**src/rtl/sprite_line_fetcher.sv**
```systemverilog
// rtl/sprite_line_fetcher.sv - fetches one sprite row per hblank into a ping-pong
// line buffer and serves per-pixel colour/coverage during active video.
module sprite_line_fetcher #(
  parameter int          SPRITE_W    = 64,
  parameter int          SPRITE_H    = 32,
  parameter logic [15:0] TRANSPARENT = 16'hF81F
) (
  input  logic        clk,
  input  logic        reset_n,
  input  logic        line_start,
  input  logic [9:0]  next_line,
  input  logic [9:0]  sprite_x,
  input  logic [9:0]  sprite_y,
  output logic [10:0] rom_addr,
  input  logic [15:0] rom_data,
  input  logic [9:0]  hcount,
  output logic        pix_valid,
  output logic [15:0] pix_color,
  output logic        busy,
  output logic        fetch_done
);

  localparam int COL_W = $clog2(SPRITE_W);

  typedef enum logic [1:0] {IDLE, FETCH, LAST} state_t;

  state_t             state_q;
  logic [COL_W-1:0]   col_q;
  logic [9:0]         row_q;
  logic [9:0]         x_lat_q;
  logic [9:0]         front_x_q;
  logic [10:0]        rom_addr_q;
  logic               sel_q;
  logic               front_hit_q;
  logic               miss_done_q;
  logic               pix_valid_q;
  logic [15:0]        pix_color_q;

  // Buffer half sel_q is the front (display) row; ~sel_q is filled by the fetch.
  logic [15:0]        line_mem [0:2*SPRITE_W-1];

  logic [9:0]         row_d;
  logic               hit_d;
  logic               last_col_d;
  logic               wr_en_d;
  logic [COL_W-1:0]   wr_col_d;
  logic [9:0]         pix_off_d;
  logic               in_sprite_d;
  logic [15:0]        front_pix_d;

  function automatic logic [10:0] row_addr(input logic [9:0] r, input logic [COL_W-1:0] c);
    return 11'(r) * 11'(SPRITE_W) + 11'(c);
  endfunction

  // Modulo subtraction: lines above the sprite wrap to large values and miss.
  assign row_d      = next_line - sprite_y;
  assign hit_d      = row_d < 10'(SPRITE_H);
  assign last_col_d = col_q == COL_W'(SPRITE_W - 1);

  always_ff @(posedge clk) begin
    if (!reset_n) begin
      state_q     <= IDLE;
      col_q       <= '0;
      row_q       <= '0;
      x_lat_q     <= '0;
      front_x_q   <= '0;
      rom_addr_q  <= '0;
      sel_q       <= 1'b0;
      front_hit_q <= 1'b0;
      miss_done_q <= 1'b0;
    end else begin
      miss_done_q <= 1'b0;
      if (line_start) begin
        // A new pulse always wins, even over a fetch about to commit.
        row_q   <= row_d;
        x_lat_q <= sprite_x;
        col_q   <= '0;
        if (hit_d) begin
          state_q    <= FETCH;
          rom_addr_q <= row_addr(row_d, '0);
        end else begin
          state_q     <= IDLE;
          miss_done_q <= 1'b1;
          sel_q       <= ~sel_q;
          front_hit_q <= 1'b0;
        end
      end else begin
        case (state_q)
          FETCH: begin
            col_q <= col_q + 1'b1;
            if (last_col_d) begin
              state_q <= LAST;
            end else begin
              rom_addr_q <= row_addr(row_q, col_q + 1'b1);
            end
          end
          LAST: begin
            sel_q       <= ~sel_q;
            front_hit_q <= 1'b1;
            front_x_q   <= x_lat_q;
            state_q     <= IDLE;
          end
          default: ;
        endcase
      end
    end
  end

  // ROM data lags the address by one cycle, so column col-1 lands while col is
  // addressed; in LAST col has wrapped to 0 and col-1 is the final column.
  assign wr_en_d  = (state_q == FETCH && col_q != '0) || state_q == LAST;
  assign wr_col_d = col_q - 1'b1;

  always_ff @(posedge clk) begin
    if (wr_en_d) begin
      line_mem[{~sel_q, wr_col_d}] <= rom_data;
    end
  end

  assign pix_off_d   = hcount - front_x_q;
  assign in_sprite_d = front_hit_q && pix_off_d < 10'(SPRITE_W);
  assign front_pix_d = line_mem[{sel_q, pix_off_d[COL_W-1:0]}];

  always_ff @(posedge clk) begin
    if (!reset_n) begin
      pix_valid_q <= 1'b0;
      pix_color_q <= '0;
    end else if (in_sprite_d && front_pix_d != TRANSPARENT) begin
      pix_valid_q <= 1'b1;
      pix_color_q <= front_pix_d;
    end else begin
      pix_valid_q <= 1'b0;
      pix_color_q <= '0;
    end
  end

  assign rom_addr   = rom_addr_q;
  assign busy       = state_q != IDLE;
  assign fetch_done = miss_done_q | (state_q == LAST && !line_start);
  assign pix_valid  = pix_valid_q;
  assign pix_color  = pix_color_q;

endmodule

```
**config.mk**
```make
export PLATFORM = sky130hd
export DESIGN_NAME = sprite_line_fetcher
export DESIGN_NICKNAME = d
export VERILOG_FILES = /design/src/rtl/sprite_line_fetcher.sv
export SDC_FILE = /design/constraint.sdc
export NUM_CORES = 2
export LEC_CHECK = 0
export CAP_MARGIN = 30
export CELL_PAD_IN_SITES_DETAIL_PLACEMENT = 2
export CELL_PAD_IN_SITES_GLOBAL_PLACEMENT = 2
export CORE_MARGIN = 2
export CORE_UTILIZATION = 54
export CTS_CLUSTER_SIZE = 40
export DETAILED_ROUTE_END_ITERATION = 16
export GPL_TIMING_DRIVEN = 0
export PLACE_DENSITY_LB_ADDON = 0.1
export RECOVER_POWER = 100
export SLEW_MARGIN = 15
export SYNTH_ARGS = -nofsm -noshare
export SYNTH_HDL_FRONTEND = slang
export SYNTH_SLANG_ARGS = --single-unit
export TNS_END_PERCENT = 20
```
**constraint.sdc**
```tcl
create_clock -name clk -period 6.3 [get_ports clk]
set_input_delay 0.63 -clock clk [delete_from_list [all_inputs] [get_ports clk]]
set_output_delay 0.63 -clock clk [all_outputs]
set_load 0.05 [all_outputs]
```
==> results of run 1 <==
==> cells in the mapped netlist, types with 39 or more instances <==
cell	instances	share of area, %
and2_1	44	0.33
mux4_2	562	15
nor2b_1	39	0.30
a2111oi_0	46	0.49
mux2i_1	72	0.87
dfxtp_1	64	1.6
a31oi_1	63	0.48
buf_2	77	0.47
a22oi_1	49	0.45
nand2_1	209	0.95
edfxtp_1	2048	75
clkbuf_1	63	0.29
nor2_1	179	0.81
==> through the flow <==
step	instances	hold slack, ns	worst slack (ns)	instance area [µm²]	setup TNS [ns]
global placement	5986	0.467	-2.33	85900	-30.11
floorplan	3869	0.449	2.15	82500	0
==> logic make-up after synthesis <==
family / count (synthesis) / synth area share, %
adder cells (fa/ha/maj): 23 / 0.367
multiplexers: 641 / 16.3
buffers and inverters: 245 / 1.63
AND/OR/NAND/NOR: 569 / 3.16
XOR/XNOR: 22 / 0.243
flip-flops: 2112 / 76.1
AO/OA/AOI/OAI: 257 / 2.20
==> reports/metrics.yaml, run 1 <==
status: "aborted with a tool error"
haltStage: "3_5_place_dp"
stop_error: "[ERROR DPL-0033] detailed placement checks failed during check placement."
synth-main-ff-cell: "edfxtp_1"
synth-edff-count: 2048
yosys.cell_types.count: 64
rows: 143
start_util_pct: 54.3
die_y_um: 395
hpwl_um: 246000
avgSynthCellArea_um2: 21.3
syn_inst: 3869
synth.yosys.seq_area_share_pct: 76.1
portBuffers: 87
gp_congestion: 1.02
io_pins: 89
die_x_um: 395
syn-num-nets: 3951
synth_area_um2: 82500
yosys_warnings: 0
async_reset_ff_share_pct: 0
synth_seq_cells: 2112
==> inputs of run 2 (changes only) <==
--- a/config.mk
+++ b/config.mk
@@ -6,14 +6,11 @@
 export NUM_CORES = 2
 export LEC_CHECK = 0
 export CAP_MARGIN = 30
-export CELL_PAD_IN_SITES_DETAIL_PLACEMENT = 2
-export CELL_PAD_IN_SITES_GLOBAL_PLACEMENT = 2
 export CORE_MARGIN = 2
-export CORE_UTILIZATION = 54
-export CTS_CLUSTER_SIZE = 40
+export CORE_UTILIZATION = 40
 export DETAILED_ROUTE_END_ITERATION = 16
 export GPL_TIMING_DRIVEN = 0
-export PLACE_DENSITY_LB_ADDON = 0.1
+export PLACE_DENSITY_LB_ADDON = 0.15
 export RECOVER_POWER = 100
 export SLEW_MARGIN = 15
 export SYNTH_ARGS = -nofsm -noshare
==> run 2 against run 1 <==
Effect of this change: the flow now finishes, with violations (capacitance limit, slew limit, setup timing); synthesized area did not move; synthesized cell count did not move.
==> reports/metrics.yaml, run 2 <==
slew_viol_final: 3383
clockBufferDepth: 3
grt_max_degree: 100
yosysTopAreaCell: "edfxtp_1"
die_x_um: 458  # +16%
crit_slowest_cell: "buf_1"
grt_overflow: 0
reg2regPathDepth: 16
die_y_um: 458  # +16%
rr_endpoint: "pix_color[0]$_SDFF_PN0_"
synth-main-ff-cell: "edfxtp_1"
vias_per_cell: 6.15
grt_setup_unrepaired: "false"
grt_pass1_wl_um: 391000
crit_fanout: 10
hold_path_depth: 4
cts.sinks: 2112
path_clk_slew_ns: 0.06
p_switching_mw: 7.16
cts-buffers-inserted: 216
fmaxAchievable_ghz: 0.156
final_design_area_no_fill_um2: 94700
synth_top_cells_by_count: "edfxtp_1, mux4_2, nand2_1, nor2_1, buf_2"
hp-start: "line_start"
slew_headroom_pct: -230
status: "finished, violations left"
synth_top_family_by_area: "multiplexers"
synth-xor-area-share_pct: 0.243  # unchanged
final_cell_mix: "edfxtp_1, mux4_2, clkbuf_16"
avgSynthCellArea_um2: 21.3  # unchanged
postLayoutCoreUtil_pct: 46.3
period_needed_ns: 6.42
synthAdderAreaFrac_pct: 0.367  # unchanged
setup-tns-final_ns: -0.276
post_cts_buffers: 0
hpwl_um: 194000  # -21%
drc: 0
htree_levels: 4
final-setup-viol-count: 8
final_layout_size_suffix_gt1_share_pct: 25.5
antenna_found_initial: 18
yosys.area_share.simple_pct: 3.16  # unchanged
power.total_mw: 30.5
fin_nets: 4377
worstReg2RegStart: "front_x_q[0]$_SDFFE_PN0P_"
io_pins: 89  # unchanged
p_leak_nw: 29.7
clkPwrFrac_pct: 42.1
worst_slew_pin_slew_ns: 4.95
dr.pass1.iters: 6
cp_cell_sequence: "ha_1 -> fa_1 -> xor2_1 -> clkbuf_1 -> buf_2 -> buf_1 -> nand2_1 -> a31oi_1 -> a22oi_1 -> nand3_1 -> nand3b_1 -> nand3_1 -> and4b_1 -> buf_4 -> nor3_1 -> buf_2"
holdPathEnd: "rom_addr[2]$_SDFFE_PN0P_"
synth.yosys.seq_area_share_pct: 76.1  # unchanged
cap_violations: 109
synthTopCellsByArea: "edfxtp_1, mux4_2, dfxtp_1, nand2_1, mux2i_1"
placed_area_um2: 89700
crit_buf_inv: 5
wirelength_um: 296000
cts_tree: "done"
setup_slack_ns: -0.117
dp_worst_setup_slack_ns: -1.38
area_growth_pct: 14.8
antenna_left: 0
core_um2: 205000
yosys.cell_types.count: 64  # unchanged
skew_ns: 0.0547
synth-compound-area-share_pct: 2.20  # unchanged
yosysTopAreaCellShare_pct: 74.5  # unchanged
routedWlPerCell_um: 41.3
ir_drop_uv: 316
path_class: "flop to flop"
start_util_pct: 40.3  # -14 points
initialDrtViolationCount: 6745
end_kind: "flop"
critical_path_arrival_ns: 7.17
finalCritPeriodShare_pct: 102
p_int_mw: 23.3
cp.required_ns: 7.05
synth.mux.area_fraction_pct: 16.3  # unchanged
cts_hold_buf: 0
synth_seq_cells: 2112  # unchanged
grt_use_total_pct: 28.1
crit_path_start_kind: "flop"
largest_reg_flops: 2048
vias: 44101
hold_viol: 0
powerDensity_nw_per_um2: 322
rows: 166  # +16%
syn_inst: 3869  # unchanged
syn-num-nets: 3951  # unchanged
hold_path_class: "primary input to flop"
grt_pass1_vias: 42511
nFillCells: 17119
cp_top_family: "buffers and inverters"
insertion_delay_ns: 0.89
final_common_cell: "edfxtp_1"
async_reset_ff_share_pct: 0  # unchanged
pwr-share-comb_pct: 7.3
yosys_warnings: 0  # unchanged
rrSetupSlack_ns: -0.12
switching_share_pct: 23.5
cts_root_buf: "clkbuf_16"
synth-edff-count: 2048  # unchanged
seq_power_share_pct: 50.7
gp_congestion: 0.964  # -5.8%
portBuffers: 87  # unchanged
violations: "capacitance limit, slew limit, setup timing"
dieArea_um2: 210000
synth_area_um2: 82500  # unchanged
max_stage_delay_ns: 0.87
yosysMostFrequentCell: "edfxtp_1"
top_register: "line_mem"
## run 2: cell counts after synthesis
Identical to the previous run, type by type.
## run 2: per-stage QoR
stage	std cells	hold slack [ns]
after global placement	6644	0.455
after floorplan	3869	0.449
after CTS	7163	0.0642
after detailed placement	6765	0.466
final	7172	0.275
after global routing	7167	0.294
## run 2: worst reg2reg max path, cell delays in order (launching register included)
cell and delay [ns]:
dfxtp_1 0.35, ha_1 0.23, fa_1 0.46, xor2_1 0.52, clkbuf_1 0.60, buf_2 0.66, buf_1 0.89, nand2_1 0.13
a31oi_1 0.83, a22oi_1 0.37, nand3_1 0.24, nand3b_1 0.14, nand3_1 0.12, and4b_1 0.28, buf_4 0.20, nor3_1 0.07
buf_2 0.22
## run 2: repair_timing
| item | 4_1_cts | 5_1_grt |
|---|---|---|
| cloned | 0 | 0 |
| resized for setup | 7 | 1 |
| setup endpoints to repair | 11 | 2 |
## run 2: worst max path at each step
stage | cells past startpoint | end | start
floorplan | 17 | pix_color[12]$_SDFF_PN0_ | hcount[0]
global placement | 17 | pix_color[0]$_SDFF_PN0_ | hcount[0]
detailed placement | 18 | pix_color[13]$_SDFF_PN0_ | hcount[0]
CTS | 17 | pix_color[15]$_SDFF_PN0_ | front_x_q[0]$_SDFFE_PN0P_
global route | 18 | pix_color[0]$_SDFF_PN0_ | front_x_q[0]$_SDFFE_PN0P_
finish | 16 | pix_color[0]$_SDFF_PN0_ | front_x_q[0]$_SDFFE_PN0P_
## run 2: kinds of logic after synthesis
kind of cell	after synthesis
AOI/OAI and AO/OA	257
muxes	641
buffers and inverters	245
DFF	2112
xor gates and xnor gates	22
adders and majority gates	23
and+or+nand+nor	569
## run 2: power groups by stage
| stage | Sequential (mW) | Clock [mW] | Combinational (mW) |
|---|---|---|---|
| floorplan | 15.7 | 0 | 0.948 |
| global placement | 15.8 | 0 | 2.10 |
| detailed placement | 15.7 | 0 | 2.23 |
| CTS | 15.4 | 12.9 | 2.23 |
| global route | 15.5 | 13.5 | 2.25 |
| finish | 15.5 | 12.8 | 2.22 |
## run 2: cell type report
class                      instances  area (µm²)  share of cell area (%)
antenna                            7        17.5                  0.0185
buffer                           214        1260                    1.33
clock buffer                     259        5710                    6.03
clock inverter                   141        1280                    1.35
inverter                          29         109                   0.115
multi-input combinational       1512       18700                    19.8
sequential                      2112       62800                    66.3
tap                             2688        3360                    3.55
timing repair buffer             210        1510                    1.59
## run 2: per-layer routing
layer | up-vias | part of all wire, % | GRT usage (%)
met5 | - | 0.0071 | 0
met4 | 4 | 5.6 | 12.7
met3 | 593 | 10 | 7.62
met2 | 2517 | 45 | 42.9
met1 | 23973 | 39 | 37.7
li1 | 17014 | - | -
(Power assumes the default switching activity.)
